[config.mk]
export PLATFORM = sky130hd
export DESIGN_NAME = id_stage
export DESIGN_NICKNAME = d
export VERILOG_FILES = /design/src/rtl/id_stage_pkg.sv /design/src/rtl/id_stage_operand_mux.sv /design/src/rtl/id_stage.sv
export SDC_FILE = /design/constraint.sdc
export NUM_CORES = 1
export LEC_CHECK = 0
export ABC_AREA = 1
export BUFFER_PORTS_ARGS = -buffer_cell sky130_fd_sc_hd__buf_2
export CORE_MARGIN = 3
export CORE_UTILIZATION = 49
export CTS_CLUSTER_DIAMETER = 100
export DETAILED_ROUTE_END_ITERATION = 12
export PLACE_DENSITY = 0.82
export SLEW_MARGIN = 20
export SYNTH_ARGS = -nofsm -noshare
export SYNTH_HDL_FRONTEND = slang
export SYNTH_HIERARCHICAL = 1
export SYNTH_SLANG_ARGS = --single-unit
[constraint.sdc]
create_clock -name clk -period 2.9 [get_ports clk]
set_clock_uncertainty 0.05 [all_clocks]
set_input_delay 0.29 -clock clk [delete_from_list [all_inputs] [get_ports clk]]
set_output_delay 0.29 -clock clk [all_outputs]
set_load 0.1 [all_outputs]
[src/rtl/id_stage_pkg.sv]
// Shared decode definitions for the ID stage: bus widths, MIPS opcode/funct
// constants, ALU operation/result-class encodings and the instruction decoder.
package id_stage_pkg;

    localparam int REG_W      = 32;
    localparam int REG_ADDR_W = 5;
    localparam int ALU_OP_W   = 8;
    localparam int ALU_SEL_W  = 3;

    localparam logic [REG_W-1:0] ZERO_WORD = '0;

    // Primary opcodes
    localparam logic [5:0] OP_SPECIAL = 6'h00;
    localparam logic [5:0] OP_ADDIU   = 6'h09;
    localparam logic [5:0] OP_SLTI    = 6'h0A;
    localparam logic [5:0] OP_ANDI    = 6'h0C;
    localparam logic [5:0] OP_ORI     = 6'h0D;
    localparam logic [5:0] OP_XORI    = 6'h0E;
    localparam logic [5:0] OP_LUI     = 6'h0F;
    localparam logic [5:0] OP_LW      = 6'h23;
    localparam logic [5:0] OP_SW      = 6'h2B;

    // SPECIAL funct codes
    localparam logic [5:0] FN_SLL  = 6'h00;
    localparam logic [5:0] FN_SRL  = 6'h02;
    localparam logic [5:0] FN_SRA  = 6'h03;
    localparam logic [5:0] FN_ADDU = 6'h21;
    localparam logic [5:0] FN_SUBU = 6'h23;
    localparam logic [5:0] FN_AND  = 6'h24;
    localparam logic [5:0] FN_OR   = 6'h25;
    localparam logic [5:0] FN_XOR  = 6'h26;
    localparam logic [5:0] FN_NOR  = 6'h27;
    localparam logic [5:0] FN_SLT  = 6'h2A;

    typedef enum logic [ALU_OP_W-1:0] {
        EXE_NOP_OP  = 8'h00,
        EXE_SRL_OP  = 8'h02,
        EXE_SRA_OP  = 8'h03,
        EXE_ADDU_OP = 8'h21,
        EXE_SUBU_OP = 8'h23,
        EXE_AND_OP  = 8'h24,
        EXE_OR_OP   = 8'h25,
        EXE_XOR_OP  = 8'h26,
        EXE_NOR_OP  = 8'h27,
        EXE_SLT_OP  = 8'h2A,
        EXE_SLL_OP  = 8'h7C,
        EXE_LW_OP   = 8'hE3,
        EXE_SW_OP   = 8'hEB
    } alu_op_e;

    typedef enum logic [ALU_SEL_W-1:0] {
        EXE_RES_NOP        = 3'd0,
        EXE_RES_LOGIC      = 3'd1,
        EXE_RES_SHIFT      = 3'd2,
        EXE_RES_ARITH      = 3'd4,
        EXE_RES_LOAD_STORE = 3'd7
    } alu_sel_e;

    // Decoder result: imm1/imm2 are the operand values used when a port is not read.
    typedef struct packed {
        alu_op_e                aluop;
        alu_sel_e               alusel;
        logic                   re1;
        logic                   re2;
        logic [REG_W-1:0]       imm1;
        logic [REG_W-1:0]       imm2;
        logic [REG_ADDR_W-1:0]  wd;
        logic                   wreg;
        logic                   ri;
    } decode_t;

    // Contents of the ID/EX pipeline register.
    typedef struct packed {
        logic                   valid;
        logic [REG_W-1:0]       pc;
        alu_op_e                aluop;
        alu_sel_e               alusel;
        logic [REG_W-1:0]       reg1;
        logic [REG_W-1:0]       reg2;
        logic [REG_ADDR_W-1:0]  wd;
        logic                   wreg;
        logic                   ri;
    } id_ex_t;

    function automatic decode_t decode(input logic [REG_W-1:0] inst);
        decode_t         d;
        logic [5:0]      op;
        logic [5:0]      funct;
        logic [4:0]      rt;
        logic [4:0]      rd;
        logic [4:0]      sa;
        logic [15:0]     imm;
        op    = inst[31:26];
        rt    = inst[20:16];
        rd    = inst[15:11];
        sa    = inst[10:6];
        funct = inst[5:0];
        imm   = inst[15:0];

        d        = '0;
        d.aluop  = EXE_NOP_OP;
        d.alusel = EXE_RES_NOP;

        case (op)
            OP_SPECIAL: begin
                d.wd   = rd;
                d.wreg = 1'b1;
                d.re1  = 1'b1;
                d.re2  = 1'b1;
                case (funct)
                    FN_AND:  begin d.aluop = EXE_AND_OP;  d.alusel = EXE_RES_LOGIC; end
                    FN_OR:   begin d.aluop = EXE_OR_OP;   d.alusel = EXE_RES_LOGIC; end
                    FN_XOR:  begin d.aluop = EXE_XOR_OP;  d.alusel = EXE_RES_LOGIC; end
                    FN_NOR:  begin d.aluop = EXE_NOR_OP;  d.alusel = EXE_RES_LOGIC; end
                    FN_ADDU: begin d.aluop = EXE_ADDU_OP; d.alusel = EXE_RES_ARITH; end
                    FN_SUBU: begin d.aluop = EXE_SUBU_OP; d.alusel = EXE_RES_ARITH; end
                    FN_SLT:  begin d.aluop = EXE_SLT_OP;  d.alusel = EXE_RES_ARITH; end
                    // Shifts take the shift amount in operand 1 and rt in operand 2.
                    FN_SLL:  begin d.aluop = EXE_SLL_OP; d.alusel = EXE_RES_SHIFT; d.re1 = 1'b0; d.imm1 = {27'b0, sa}; end
                    FN_SRL:  begin d.aluop = EXE_SRL_OP; d.alusel = EXE_RES_SHIFT; d.re1 = 1'b0; d.imm1 = {27'b0, sa}; end
                    FN_SRA:  begin d.aluop = EXE_SRA_OP; d.alusel = EXE_RES_SHIFT; d.re1 = 1'b0; d.imm1 = {27'b0, sa}; end
                    default: begin d.wd = '0; d.wreg = 1'b0; d.re1 = 1'b0; d.re2 = 1'b0; d.ri = 1'b1; end
                endcase
            end
            OP_ANDI: begin
                d.aluop = EXE_AND_OP;  d.alusel = EXE_RES_LOGIC;
                d.re1 = 1'b1; d.imm2 = {16'b0, imm}; d.wd = rt; d.wreg = 1'b1;
            end
            OP_ORI: begin
                d.aluop = EXE_OR_OP;   d.alusel = EXE_RES_LOGIC;
                d.re1 = 1'b1; d.imm2 = {16'b0, imm}; d.wd = rt; d.wreg = 1'b1;
            end
            OP_XORI: begin
                d.aluop = EXE_XOR_OP;  d.alusel = EXE_RES_LOGIC;
                d.re1 = 1'b1; d.imm2 = {16'b0, imm}; d.wd = rt; d.wreg = 1'b1;
            end
            // LUI is an OR of zero with the shifted immediate; rs is ignored.
            OP_LUI: begin
                d.aluop = EXE_OR_OP;   d.alusel = EXE_RES_LOGIC;
                d.imm2 = {imm, 16'h0}; d.wd = rt; d.wreg = 1'b1;
            end
            OP_ADDIU: begin
                d.aluop = EXE_ADDU_OP; d.alusel = EXE_RES_ARITH;
                d.re1 = 1'b1; d.imm2 = {{16{imm[15]}}, imm}; d.wd = rt; d.wreg = 1'b1;
            end
            OP_SLTI: begin
                d.aluop = EXE_SLT_OP;  d.alusel = EXE_RES_ARITH;
                d.re1 = 1'b1; d.imm2 = {{16{imm[15]}}, imm}; d.wd = rt; d.wreg = 1'b1;
            end
            OP_LW: begin
                d.aluop = EXE_LW_OP;   d.alusel = EXE_RES_LOAD_STORE;
                d.re1 = 1'b1; d.imm2 = {{16{imm[15]}}, imm}; d.wd = rt; d.wreg = 1'b1;
            end
            // SW reads the base (rs) and the store data (rt); it writes no register.
            OP_SW: begin
                d.aluop = EXE_SW_OP;   d.alusel = EXE_RES_LOAD_STORE;
                d.re1 = 1'b1; d.re2 = 1'b1; d.imm2 = {{16{imm[15]}}, imm};
            end
            default: d.ri = 1'b1;
        endcase
        return d;
    endfunction

endpackage

[src/rtl/id_stage_operand_mux.sv]
// Per-port operand selection: immediate, hardwired zero, EX/MEM forwarding or
// regfile data, plus the load-use hazard flag for this port.
module id_stage_operand_mux
    import id_stage_pkg::*;
(
    input  logic                  read,
    input  logic [REG_ADDR_W-1:0] addr,
    input  logic [REG_W-1:0]      rf_data,
    input  logic [REG_W-1:0]      imm,
    input  logic                  ex_wreg,
    input  logic [REG_ADDR_W-1:0] ex_wd,
    input  logic [REG_W-1:0]      ex_wdata,
    input  logic                  ex_is_load,
    input  logic                  mem_wreg,
    input  logic [REG_ADDR_W-1:0] mem_wd,
    input  logic [REG_W-1:0]      mem_wdata,
    output logic [REG_W-1:0]      data,
    output logic                  load_hazard
);

    // Pick the freshest value: the younger EX result shadows the MEM result.
    always_comb begin
        // NOTE: assigning a default first guarantees every path drives data, so no latch is inferred.
        data = rf_data;
        if (!read) begin
            data = imm;
        end else if (addr == '0) begin
            data = ZERO_WORD;
        end else if (ex_wreg && (ex_wd == addr)) begin
            data = ex_wdata;
        end else if (mem_wreg && (mem_wd == addr)) begin
            data = mem_wdata;
        end
    end

    // A load in EX has no data yet, so a matching read must wait one cycle.
    assign load_hazard = read && (addr != '0) && ex_wreg && ex_is_load && (ex_wd == addr);

endmodule

[src/rtl/id_stage.sv]
// MIPS32 instruction-decode stage: decodes IF/ID, drives regfile reads,
// resolves forwarded operands, detects load-use hazards and loads ID/EX.
module id_stage
    import id_stage_pkg::*;
#(
    parameter logic [31:0] RST_PC = 32'h0000_0000
) (
    input  logic        clk,
    input  logic        rst,
    input  logic        stall_i,
    input  logic        flush_i,
    input  logic [31:0] if_pc_i,
    input  logic [31:0] if_inst_i,
    input  logic        if_valid_i,
    output logic        reg1_read_o,
    output logic [4:0]  reg1_addr_o,
    input  logic [31:0] reg1_data_i,
    output logic        reg2_read_o,
    output logic [4:0]  reg2_addr_o,
    input  logic [31:0] reg2_data_i,
    input  logic        ex_wreg_i,
    input  logic [4:0]  ex_wd_i,
    input  logic [31:0] ex_wdata_i,
    input  logic        ex_is_load_i,
    input  logic        mem_wreg_i,
    input  logic [4:0]  mem_wd_i,
    input  logic [31:0] mem_wdata_i,
    output logic        stallreq_o,
    output logic        ex_valid_o,
    output logic [31:0] ex_pc_o,
    output logic [7:0]  ex_aluop_o,
    output logic [2:0]  ex_alusel_o,
    output logic [31:0] ex_reg1_o,
    output logic [31:0] ex_reg2_o,
    output logic [4:0]  ex_wd_o,
    output logic        ex_wreg_o,
    output logic        ex_ri_o
);

    localparam id_ex_t BUBBLE = '{
        valid:  1'b0,
        pc:     RST_PC,
        aluop:  EXE_NOP_OP,
        alusel: EXE_RES_NOP,
        reg1:   ZERO_WORD,
        reg2:   ZERO_WORD,
        wd:     '0,
        wreg:   1'b0,
        ri:     1'b0
    };

    decode_t          dec;
    logic [REG_W-1:0] op1;
    logic [REG_W-1:0] op2;
    logic             hazard1;
    logic             hazard2;
    id_ex_t           id_ex_d;
    id_ex_t           id_ex_q;

    // Decode the instruction currently held in IF/ID.
    always_comb begin
        dec = decode(if_inst_i);
    end

    // Unused ports present address 0 so the regfile sees no spurious reads.
    assign reg1_read_o = dec.re1;
    assign reg1_addr_o = dec.re1 ? if_inst_i[25:21] : '0;
    assign reg2_read_o = dec.re2;
    assign reg2_addr_o = dec.re2 ? if_inst_i[20:16] : '0;

    id_stage_operand_mux u_operand_mux1 (
        .read        (reg1_read_o),
        .addr        (reg1_addr_o),
        .rf_data     (reg1_data_i),
        .imm         (dec.imm1),
        .ex_wreg     (ex_wreg_i),
        .ex_wd       (ex_wd_i),
        .ex_wdata    (ex_wdata_i),
        .ex_is_load  (ex_is_load_i),
        .mem_wreg    (mem_wreg_i),
        .mem_wd      (mem_wd_i),
        .mem_wdata   (mem_wdata_i),
        .data        (op1),
        .load_hazard (hazard1)
    );

    id_stage_operand_mux u_operand_mux2 (
        .read        (reg2_read_o),
        .addr        (reg2_addr_o),
        .rf_data     (reg2_data_i),
        .imm         (dec.imm2),
        .ex_wreg     (ex_wreg_i),
        .ex_wd       (ex_wd_i),
        .ex_wdata    (ex_wdata_i),
        .ex_is_load  (ex_is_load_i),
        .mem_wreg    (mem_wreg_i),
        .mem_wd      (mem_wd_i),
        .mem_wdata   (mem_wdata_i),
        .data        (op2),
        .load_hazard (hazard2)
    );

    // Stall request only for a real instruction, and never while in reset.
    assign stallreq_o = !rst && if_valid_i && (hazard1 || hazard2);

    // Assemble the value ID/EX takes when a real instruction advances.
    always_comb begin
        id_ex_d        = BUBBLE;
        id_ex_d.valid  = 1'b1;
        id_ex_d.pc     = if_pc_i;
        id_ex_d.aluop  = dec.aluop;
        id_ex_d.alusel = dec.alusel;
        id_ex_d.reg1   = op1;
        id_ex_d.reg2   = op2;
        id_ex_d.wd     = dec.wd;
        id_ex_d.wreg   = dec.wreg;
        id_ex_d.ri     = dec.ri;
    end

    // ID/EX register: flush beats stall, stall beats a hazard bubble.
    always_ff @(posedge clk or posedge rst) begin
        // NOTE: sequential state uses non-blocking assignments so every flop samples pre-edge values.
        if (rst) begin
            id_ex_q <= BUBBLE;
        end else if (flush_i) begin
            id_ex_q <= BUBBLE;
        end else if (stall_i) begin
            id_ex_q <= id_ex_q;
        end else if (stallreq_o || !if_valid_i) begin
            id_ex_q <= BUBBLE;
        end else begin
            id_ex_q <= id_ex_d;
        end
    end

    assign ex_valid_o  = id_ex_q.valid;
    assign ex_pc_o     = id_ex_q.pc;
    assign ex_aluop_o  = id_ex_q.aluop;
    assign ex_alusel_o = id_ex_q.alusel;
    assign ex_reg1_o   = id_ex_q.reg1;
    assign ex_reg2_o   = id_ex_q.reg2;
    assign ex_wd_o     = id_ex_q.wd;
    assign ex_wreg_o   = id_ex_q.wreg;
    assign ex_ri_o     = id_ex_q.ri;

endmodule

# Word level (Yosys, flattened, before mapping)
# Index checks and enable logic that the tools add are counted.
word_totals:
  ff_bits: 115
  in_bits: 210
  output_inout_bits: 128
classes:
  eq_ne: 22
  mux: 25
  n_reduce_logical: 33
op_table:
  columns: ["op", "count"]
  rows:
  - ["two-way mux 115 bit", 3]
  - ["two-way mux 32 bit", 9]
  - ["one-hot mux 10 bit (10 select lines)", 1]
  - ["one-hot mux 32 bit (3 select lines)", 1]
  - ["one-hot mux 11 bit (8 select lines)", 1]
  - ["equality test 6 bit, second input constant", 9]
  - ["equality test 6 x 4 -> 1 bit, second input constant", 6]
  - ["OR reduction 7 bit", 3]
  - ["equality test 5 bit", 4]
  - ["two-way mux 5 bit", 3]
  - ["logical AND 1 bit", 14]
  - ["equality test 6 x 2 -> 1 bit, second input constant", 2]
  - ["zero test 6 bit", 2]
  - ["one-hot mux 6 bit (2 select lines)", 1]
  - ["zero test 5 bit", 2]
  - ["nonzero test 5 bit", 2]
  - ["OR reduction 10 bit", 1]
  - ["OR reduction 8 bit", 1]
  - ["two-way mux 7 bit", 1]
  - ["one-hot mux 1 bit (2 select lines)", 3]
  - ["OR reduction 3 bit", 2]
  - ["OR reduction 4 bit", 1]
  - ["zero test 1 bit", 2]
  - ["logical OR 1 bit", 2]
  - ["other kinds (3)", 4]

# Logic depth before layout (Yosys ltp)
# Gate-level depths: netlist of the first run.
logic_depth:
  ltp_word: 16
  ltp_mapped: 25

# Cells and area by module
# Netlist of the first run, hierarchy kept.
by_module_without_submodules:
  columns: ["module", "instances", "cells_per_inst", "area_each_um2", "seq_area_each_um2"]
  rows:
  - ["id_stage", 1, 482, 4926.0, 2877.8]
  - ["id_stage_operand_mux", 2, 334, 1483.9, 0.0]

# Worst setup path before layout of the first run
# OpenSTA, ideal clock, no wires.
synth_timing:
  path_type: "input to output"
  from: "input port if_inst_i[5]"
  to: "output port stallreq_o"
  arrival_time_ps: 4177
  t_required_ps: 2560
  setup_slack_ps: -1617
  cell_stages: 19
  n_path_buf: 2
  cell_sequence: "inv_1 nor2_1 nand3_2 nand2_1 nand2_1 inv_2 nor3_2 nor2_1 inv_1 nand2_1 nand2_1 nor2_1 nand3_1 buf_2 buf_2 nor3b_2 or2_1 nand3_1 inv_1"
synth_via:
  elab_chain_len: 12
  elab_cells_between_ends: 32
  cone_classes: "eq/ne (11); mux (6); reduce/logical (15)"
synth_lines:
  columns: ["item", "line", "text"]
  rows:
  - ["start, declared", "id_stage.sv:13", "input logic [31:0] if_inst_i,"]
  - ["equality test 6 bit", "id_stage_pkg.sv:110", "case (funct)"]
  - ["OR reduction 7 bit (no line) (*)", null, null]
  - ["two-way mux 1 bit (*)", "id_stage_pkg.sv:110", null]
  - ["one-hot mux 1 bit (2 select lines) (*)", "id_stage_pkg.sv:104", "case (op)"]
  - ["two-way mux 5 bit (*)", "id_stage.sv:67", "assign reg1_addr_o = dec.re1 ? if_inst_i[25:21] : '0;"]
  - ["net reg1_addr_o[2]", "id_stage.sv:16", "output logic [4:0] reg1_addr_o,"]
  - ["nonzero test 5 bit", "id_stage_operand_mux.sv:37", "assign load_hazard = read && (addr != '0) && ex_wreg && ex_is_load && (ex_wd == addr);"]
  - ["logical AND 1 bit (3 in series)", "id_stage_operand_mux.sv:37", null]
  - ["logical AND 1 bit (*)", "id_stage_operand_mux.sv:37", null]
  - ["net hazard1", "id_stage.sv:55", "logic hazard1;"]
  - ["logical OR 1 bit (*)", "id_stage.sv:104", "assign stallreq_o = !rst && if_valid_i && (hazard1 || hazard2);"]
  - ["logical AND 1 bit (*)", "id_stage.sv:104", null]
  - ["end, declared", "id_stage.sv:28", "output logic stallreq_o,"]
# The timed path passes the listed nets; every way through them passes the cells marked *.

# Worst setup path after layout of the first run
layout_timing:
  from: "input port if_inst_i[28]"
  to: "output port stallreq_o"
layout_via:
  elab_cells_between_ends: 27
  cone_classes: "eq/ne (9); mux (4); reduce/logical (14)"
layout_rtl:
  columns: ["item", "line", "text"]
  rows:
  - ["equality test 6 bit or zero test 6 bit (tied branches)", "id_stage_pkg.sv:104", null]
  - ["one-hot mux 1 bit (2 select lines) (*)", "id_stage_pkg.sv:104", null]
  - ["two-way mux 5 bit", "id_stage.sv:69", "assign reg2_addr_o = dec.re2 ? if_inst_i[20:16] : '0;"]
  - ["nonzero test 5 bit", "id_stage_operand_mux.sv:37", null]
  - ["logical AND 1 bit (3 in series)", "id_stage_operand_mux.sv:37", null]
  - ["logical AND 1 bit (*)", "id_stage_operand_mux.sv:37", null]
  - ["net hazard2", "id_stage.sv:56", "logic hazard2;"]
  - ["logical OR 1 bit (*)", "id_stage.sv:104", null]
  - ["logical AND 1 bit (*)", "id_stage.sv:104", null]
# Marks and branches as above.

==> results.ini, run 1 <==
[drt]
drc=0
vias_per_cell=5.63
drtIter0Drc=1300
detail_route.wl_per_cell_um=18.3
drt-total-wl_um=32700
num_vias=10100
postRouteAntennaNets=0
dr.pass1.iters=6

[worst_setup_path]
rrSetupSlack_ps=2070
crit_family=simple AND/OR/NAND/NOR gates
cpPeakStageDelay_ps=230
arrival_ps=2500
critPathRequiredTime_ps=2560
reg2regPathDepth=1
crit_fanout=6
worstSetupEndpointType=output port
startpoint=if_inst_i[28]
crit_path_start_kind=input port
r2r-start=ex_reg2_o[12]
cp.depth=19
crit_path_top_delay_cell=nor3b_2
critPathCapture=stallreq_o
crit_chain=buf_2, nor2_2, nand4_4, inv_2, buf_6, nand2_4, nand2_8, nand2_4, clkinvlp_4, inv_2, nand2_2, o21ai_2, nor2_2, nand3_2, nor3b_2, or2_4, nand3_4, clkinvlp_4, buf_12
path_class=input port to output port
rr_endpoint=ex_reg2_o[12]
cp_num_buf_inv=7

[yosys]
synth.top_cell.area_share_pct=36.5
synth_async_sr_flop_share_pct=100
yosysWarnings=6
synth_edf_count=0
synth-seq-cells=115
synthCells=1150
synth.most_common_cell=nand2_1
ys_top_cells_by_count=391 x nand2_1, 182 x nor2_1, 115 x dfrtp_1, 96 x a22o_1, 82 x nand3_1
yosysTopAreaCell=dfrtp_1
ys_types=31
ys_seq_area_share_pct=36.5
synth_area_leaders=dfrtp_1 36%, nand2_1 19%, a22o_1 11%
ys.flop_type=dfrtp_1
postSynthAreaPerCell_um2=6.86
synth.cell_area_um2=7890

[cts]
cts_tree=yes
clockBufferDepth=2
clk_latency_ps=410
cts_buffers=17
cts_root_buffer=clkbuf_16
hold_buffers=0
clk_pin_slew_worst_paths_ps=50
htree_levels=4
cts_sinks=115

[power_and_ir_drop]
p_leak_nw=6.75
powerDensity_nw_per_um2=429
peakVddDrop_mv=0.397

[sta]
hold_violations=0
fmax_ghz=0.353
finalSetupViolCount=0
hold_slack_ps=19.0
finalMaxSlewViolations=0
period_minus_slack_ps=2840
relSlewSlack_pct=42.4
rsz0062_at_grt=true
tightest_slew_ps=863
worst_slack_ps=63.9
period_share_pct=97.8

[place]
placedInstanceArea_um2=10400
place_inst=1721
dp_hpwl_um=23300
post-place-ws_ps=-318
place.gp.congestion=0.943
io_buffers=337

[finish]
finalNonFillerCells=1786
area_growth_pct=44.0
final_area_um2=11400
fillers=1257
ff_latch_area_um2=2880
post_route_cells_drive_above_1_share_pct=36.1
fin_nets=1772
multi_input_area_um2=4620

[global_routing]
grt_overflow=0
grt_max_degree=116
grt_pass1_vias=9030
antenna_found_initial=1
grtUsageTotal_pct=34.8
grt_pass1_wl_um=49000

[floorplanning]
dieArea_um2=17700
die_w_um=133
fp.dieH_um=133
start_util_pct=51.0
design.core.area_um2=15500
io_pins=338
num_rows=45

[job]
maxCapViolCount=0

[status]
status=finished, final reports clean

[worst_hold_path]
worstHoldPathType=input port to asynchronous set/reset pin

-- how the worst min path moves through the flow --
stage	start	cells after the start	to	slack (ps)
6_report	rst	3	ex_pc_o[27]	20
5_1_grt	if_pc_i[15]	2	ex_pc_o[15]	40
4_1_cts	if_pc_i[25]	2	ex_pc_o[25]	30
3_5_place_dp	ex_wreg_o	2	ex_wreg_o	410
3_3_place_gp	ex_aluop_o[4]	2	ex_aluop_o[4]	410
2_1_floorplan	if_pc_i[24]	1	ex_pc_o[24]	370
-- flip-flops by register name, summed over array words and instances (netlist names) --
register	cells
ex_reg2_o	32
ex_valid_o	1
ex_aluop_o	8
ex_ri_o	1
ex_reg1_o	32
ex_pc_o	32
ex_wd_o	5
ex_wreg_o	1
ex_alusel_o	3
-- cell usage in the layout (no fill, tap or decap), drive strengths merged --
master	count
o21ai	32
o211ai	2
dfrtp	115
buf	443
clkinv	5
inv	69
nor3	3
a22o	96
a21oi	3
bufinv	2
nor3b	3
or2	1
nor2	192
conb	27
diode	1
clkbuf	18
nand3	88
o21bai	1
clkinvlp	11
nand4	69
nand2	394
-- per-stage QoR --
| stage | setup TNS, ps | power [mW] | util (%) |
|---|---|---|---|
| 5_1_grt | -53.5 | 5.04 | 73.4 |
| 4_1_cts | 0 | 4.85 | 72.2 |
| 3_3_place_gp | -15520 | 2.73 | 66.9 |
| 6_report | 0 | 4.88 | 73.4 |
| 2_1_floorplan | -67890 | 2.37 | - |
| 3_5_place_dp | -30420 | 2.74 | 66.9 |
-- metal layers --
metal	vias to the layer above	wire, µm	GRT usage [%]
met1	4605	12100	44.9
met3	95	3980	7.98
met5	-	0	0
met2	745	15500	57.9
met4	0	1120	11.2
li1	4608	-	-
-- worst min-delay path: stages --
cell and delay [ps]:
buf_2 110, inv_4 70, buf_12 460
-- layout make-up --
type	instances	area share, %
multi-input cells	911	40.6
flip-flops and latches	115	25.3
repair buffers	443	23.8
clock buffers	18	3.86
inverters	74	2.77
well taps	211	2.32
clock inverters	13	1.33
diodes	1	0.0220
-- report_power, final --
part | internal, mW | switching [mW] | leakage (nW)
sequential | 1.64 | 0.0237 | 1.59
combinational | 0.332 | 0.780 | 4.89
clock | 1.29 | 0.806 | 0.276
-- cell families after synthesis --
logic type	Yosys count	share of synthesized area, %
and+or+nand+nor	750	41.2
other	1	0.0475
buffers and inverters	150	9.07
DFF	115	36.5
AOI/OAI and AO/OA	134	13.3
-- repair_timing --
| action | in CTS | in global routing |
|---|---|---|
| setup endpoints to repair | 1 | 2 |
| pin swaps | 5 | 23 |
| setup buffers | 25 | 11 |
| resized for setup | 6 | 42 |
Note: power is estimated with default switching activity, not from simulation.
==> run 2: changes to the inputs <==
==> constraint.sdc (replaced) <==
create_clock -name clk -period 3.1 [get_ports clk]
set_clock_uncertainty 0.05 [all_clocks]
set_input_delay 0.155 -clock clk [delete_from_list [all_inputs] [get_ports clk]]
set_output_delay 0.155 -clock clk [all_outputs]
set_load 0.1 [all_outputs]
==> results.ini, run 2 (synthesis gave the netlist of run 1 again) <==
[status]
status=finished, final reports clean

[place]
dp_hpwl_um=23000  ; -1.2%
io_buffers=337  ; unchanged
post-place-ws_ps=-39.4  ; +278 ps
placedInstanceArea_um2=9920  ; -4.3%
place.gp.congestion=0.926  ; -1.8%

[power_and_ir_drop]
p_int_mw=3.04  ; -7.1%
switchingPower_mw=1.49  ; -7.5%
pwr-share-clk_pct=43.6  ; +0.5 points
peakVddDrop_mv=0.403  ; +1.5%
combPwrFrac_pct=22.0  ; -0.8 points
p_seq_share_pct=34.5  ; +0.3 points
switching_share_pct=32.9  ; -0.076 points
p_leak_nw=6.44  ; -4.5%
powerDensity_nw_per_um2=417  ; -2.8%

[cts]
htree_levels=4  ; unchanged
cts_sinks=115  ; unchanged
cts_root_buffer=clkbuf_16
clk_pin_slew_worst_paths_ps=60  ; about the same
postCtsSetupBuffers=0  ; -100%
clk_latency_ps=410  ; about the same
clockBufferDepth=2  ; unchanged
cts_tree=yes
cts_buffers=17  ; unchanged

[sta]
tightest_slew_ps=870  ; +7.91 ps
period_share_pct=92.9
period_minus_slack_ps=2880
relSlewSlack_pct=41.9  ; -0.53 points
fmax_ghz=0.347
hold_slack_ps=42.1  ; +23.1 ps
finalSetupViolCount=0  ; unchanged
rsz0062_at_grt=false
worst_slack_ps=219  ; +155 ps
hold_violations=0  ; unchanged
setup_tns_ps=0  ; unchanged
finalMaxSlewViolations=0  ; unchanged

[worst_setup_path]
cp_num_buf_inv=7  ; unchanged
path_class=input port to output port
crit_chain=buf_2, inv_2, nor2_2, nand2_1, nor2_1, nor3_4, buf_12, nor2_4, inv_2, nand2_1, nand2_1, nor2_1, nand3_2, nor3b_2, or2_1, nand3_1, buf_4, clkinvlp_4, buf_12
crit_path_start_kind=input port
critPathRequiredTime_ps=2890  ; +330 ps
worstSetupEndpointType=output port
crit_path_top_delay_cell=nor2_1
crit_fanout=6  ; unchanged
cpPeakStageDelay_ps=300  ; +70 ps
rrSetupSlack_ps=2290  ; +220 ps
path_common_cell=nand2_1
crit_family=simple AND/OR/NAND/NOR gates
arrival_ps=2680  ; +180 ps

[drt]
highest_layer=met4
drt-total-wl_um=32000  ; -2.2%
dr_wl_met2_um=15200  ; -1.8%
detail_route.wl_per_cell_um=18.4  ; +0.29%
postRouteAntennaNets=0  ; unchanged
dr.pass1.iters=6  ; unchanged
vias_per_cell=5.64  ; +0.28%
drtIter0Drc=1253  ; -3.6%
wl_met3_um=3470  ; -13%
met1Wirelength_um=11900  ; -1.5%
num_vias=9827  ; -2.2%
drc=0  ; unchanged

[finish]
final_util_pct=70.1  ; -3.4 points
area_growth_pct=37.4
final_area_um2=10800  ; -4.6%
post_route_cells_drive_above_1_share_pct=30.4  ; -5.7 points
fillers=1316  ; +4.7%
final_cell_mix=386 x nand2_1, 336 x buf_2, 175 x nor2_1
final_common_cell=nand2_1
fin_nets=1724  ; -2.7%

[floorplanning]
fp.dieH_um=133  ; unchanged
io_pins=338  ; unchanged
start_util_pct=51.0  ; unchanged
die_w_um=133  ; unchanged
dieArea_um2=17700  ; unchanged
num_rows=45  ; unchanged
design.core.area_um2=15500  ; unchanged

[global_routing]
grt_pass1_vias=9141  ; +1.2%
grt_pass1_wl_um=49500  ; +0.96%
grtUsageTotal_pct=35.0  ; +0.24 points
antenna_found_initial=3  ; +2
grt_max_degree=76  ; -34%
grt_overflow=0  ; unchanged

[worst_hold_path]
worstHoldPathType=input port to flop

[job]
maxCapViolCount=0  ; unchanged

==> run 2: area by class of cell <==
cell class	instances	area [µm²]	share of cell area, %
diodes	3	7.51	0.0692
clock buffers	19	443	4.08
clock inverters	13	151	1.40
inverters	74	308	2.84
multi-input cells	911	4530	41.7
flip-flops and latches	115	2880	26.5
well taps	211	264	2.43
repair buffers	395	2270	20.9
==> run 2: worst paths after layout <==
check | from | cells past startpoint | endpoint
worst max-delay path | if_inst_i[5] | 19 | stallreq_o
worst min-delay path | if_inst_i[19] | 5 | ex_wd_o[3]
worst max register to register | ex_reg2_o[14] | 1 | ex_reg2_o[14]
worst min register to register | ex_valid_o | 2 | ex_valid_o
max in group asynchronous | rst | 4 | ex_reg2_o[4]
min in group asynchronous | rst | 3 | ex_pc_o[6]
==> run 2: metrics by stage <==
step,cells,total power [mW]
final,1741,4.53
after global routing,1740,4.68
after CTS,1738,4.52
after detailed placement,1673,2.52
after global placement,1673,2.52
after floorplan,1176,2.21
==> run 2: timing repair <==
| item | CTS | global route |
|---|---|---|
| hold buffers | 33 | 0 |
| resized for setup | 0 | 0 |
| hold endpoints to repair | 61 | 0 |
==> run 2: power groups by stage <==
stage	logic (mW)	clock network, mW	registers [mW]
after detailed placement	0.940	0	1.58
final	0.993	1.97	1.56
after global placement	0.932	0	1.58
after global routing	1.06	2.07	1.56
after CTS	0.976	1.99	1.56
after floorplan	0.373	0	1.84
==> run 2: worst min-delay path, cell delays in order <==
cell     delay (ps)
buf_2           110
nand2_1          50
nand2_1          60
nand2_1          50
nand2_1          50
==> run 2: layer usage <==
metal	GRT usage (%)	vias up
li1	-	4524
met3	9.05	109
met4	14.5	0
met2	58.0	660
met1	43.4	4534
met5	0	-
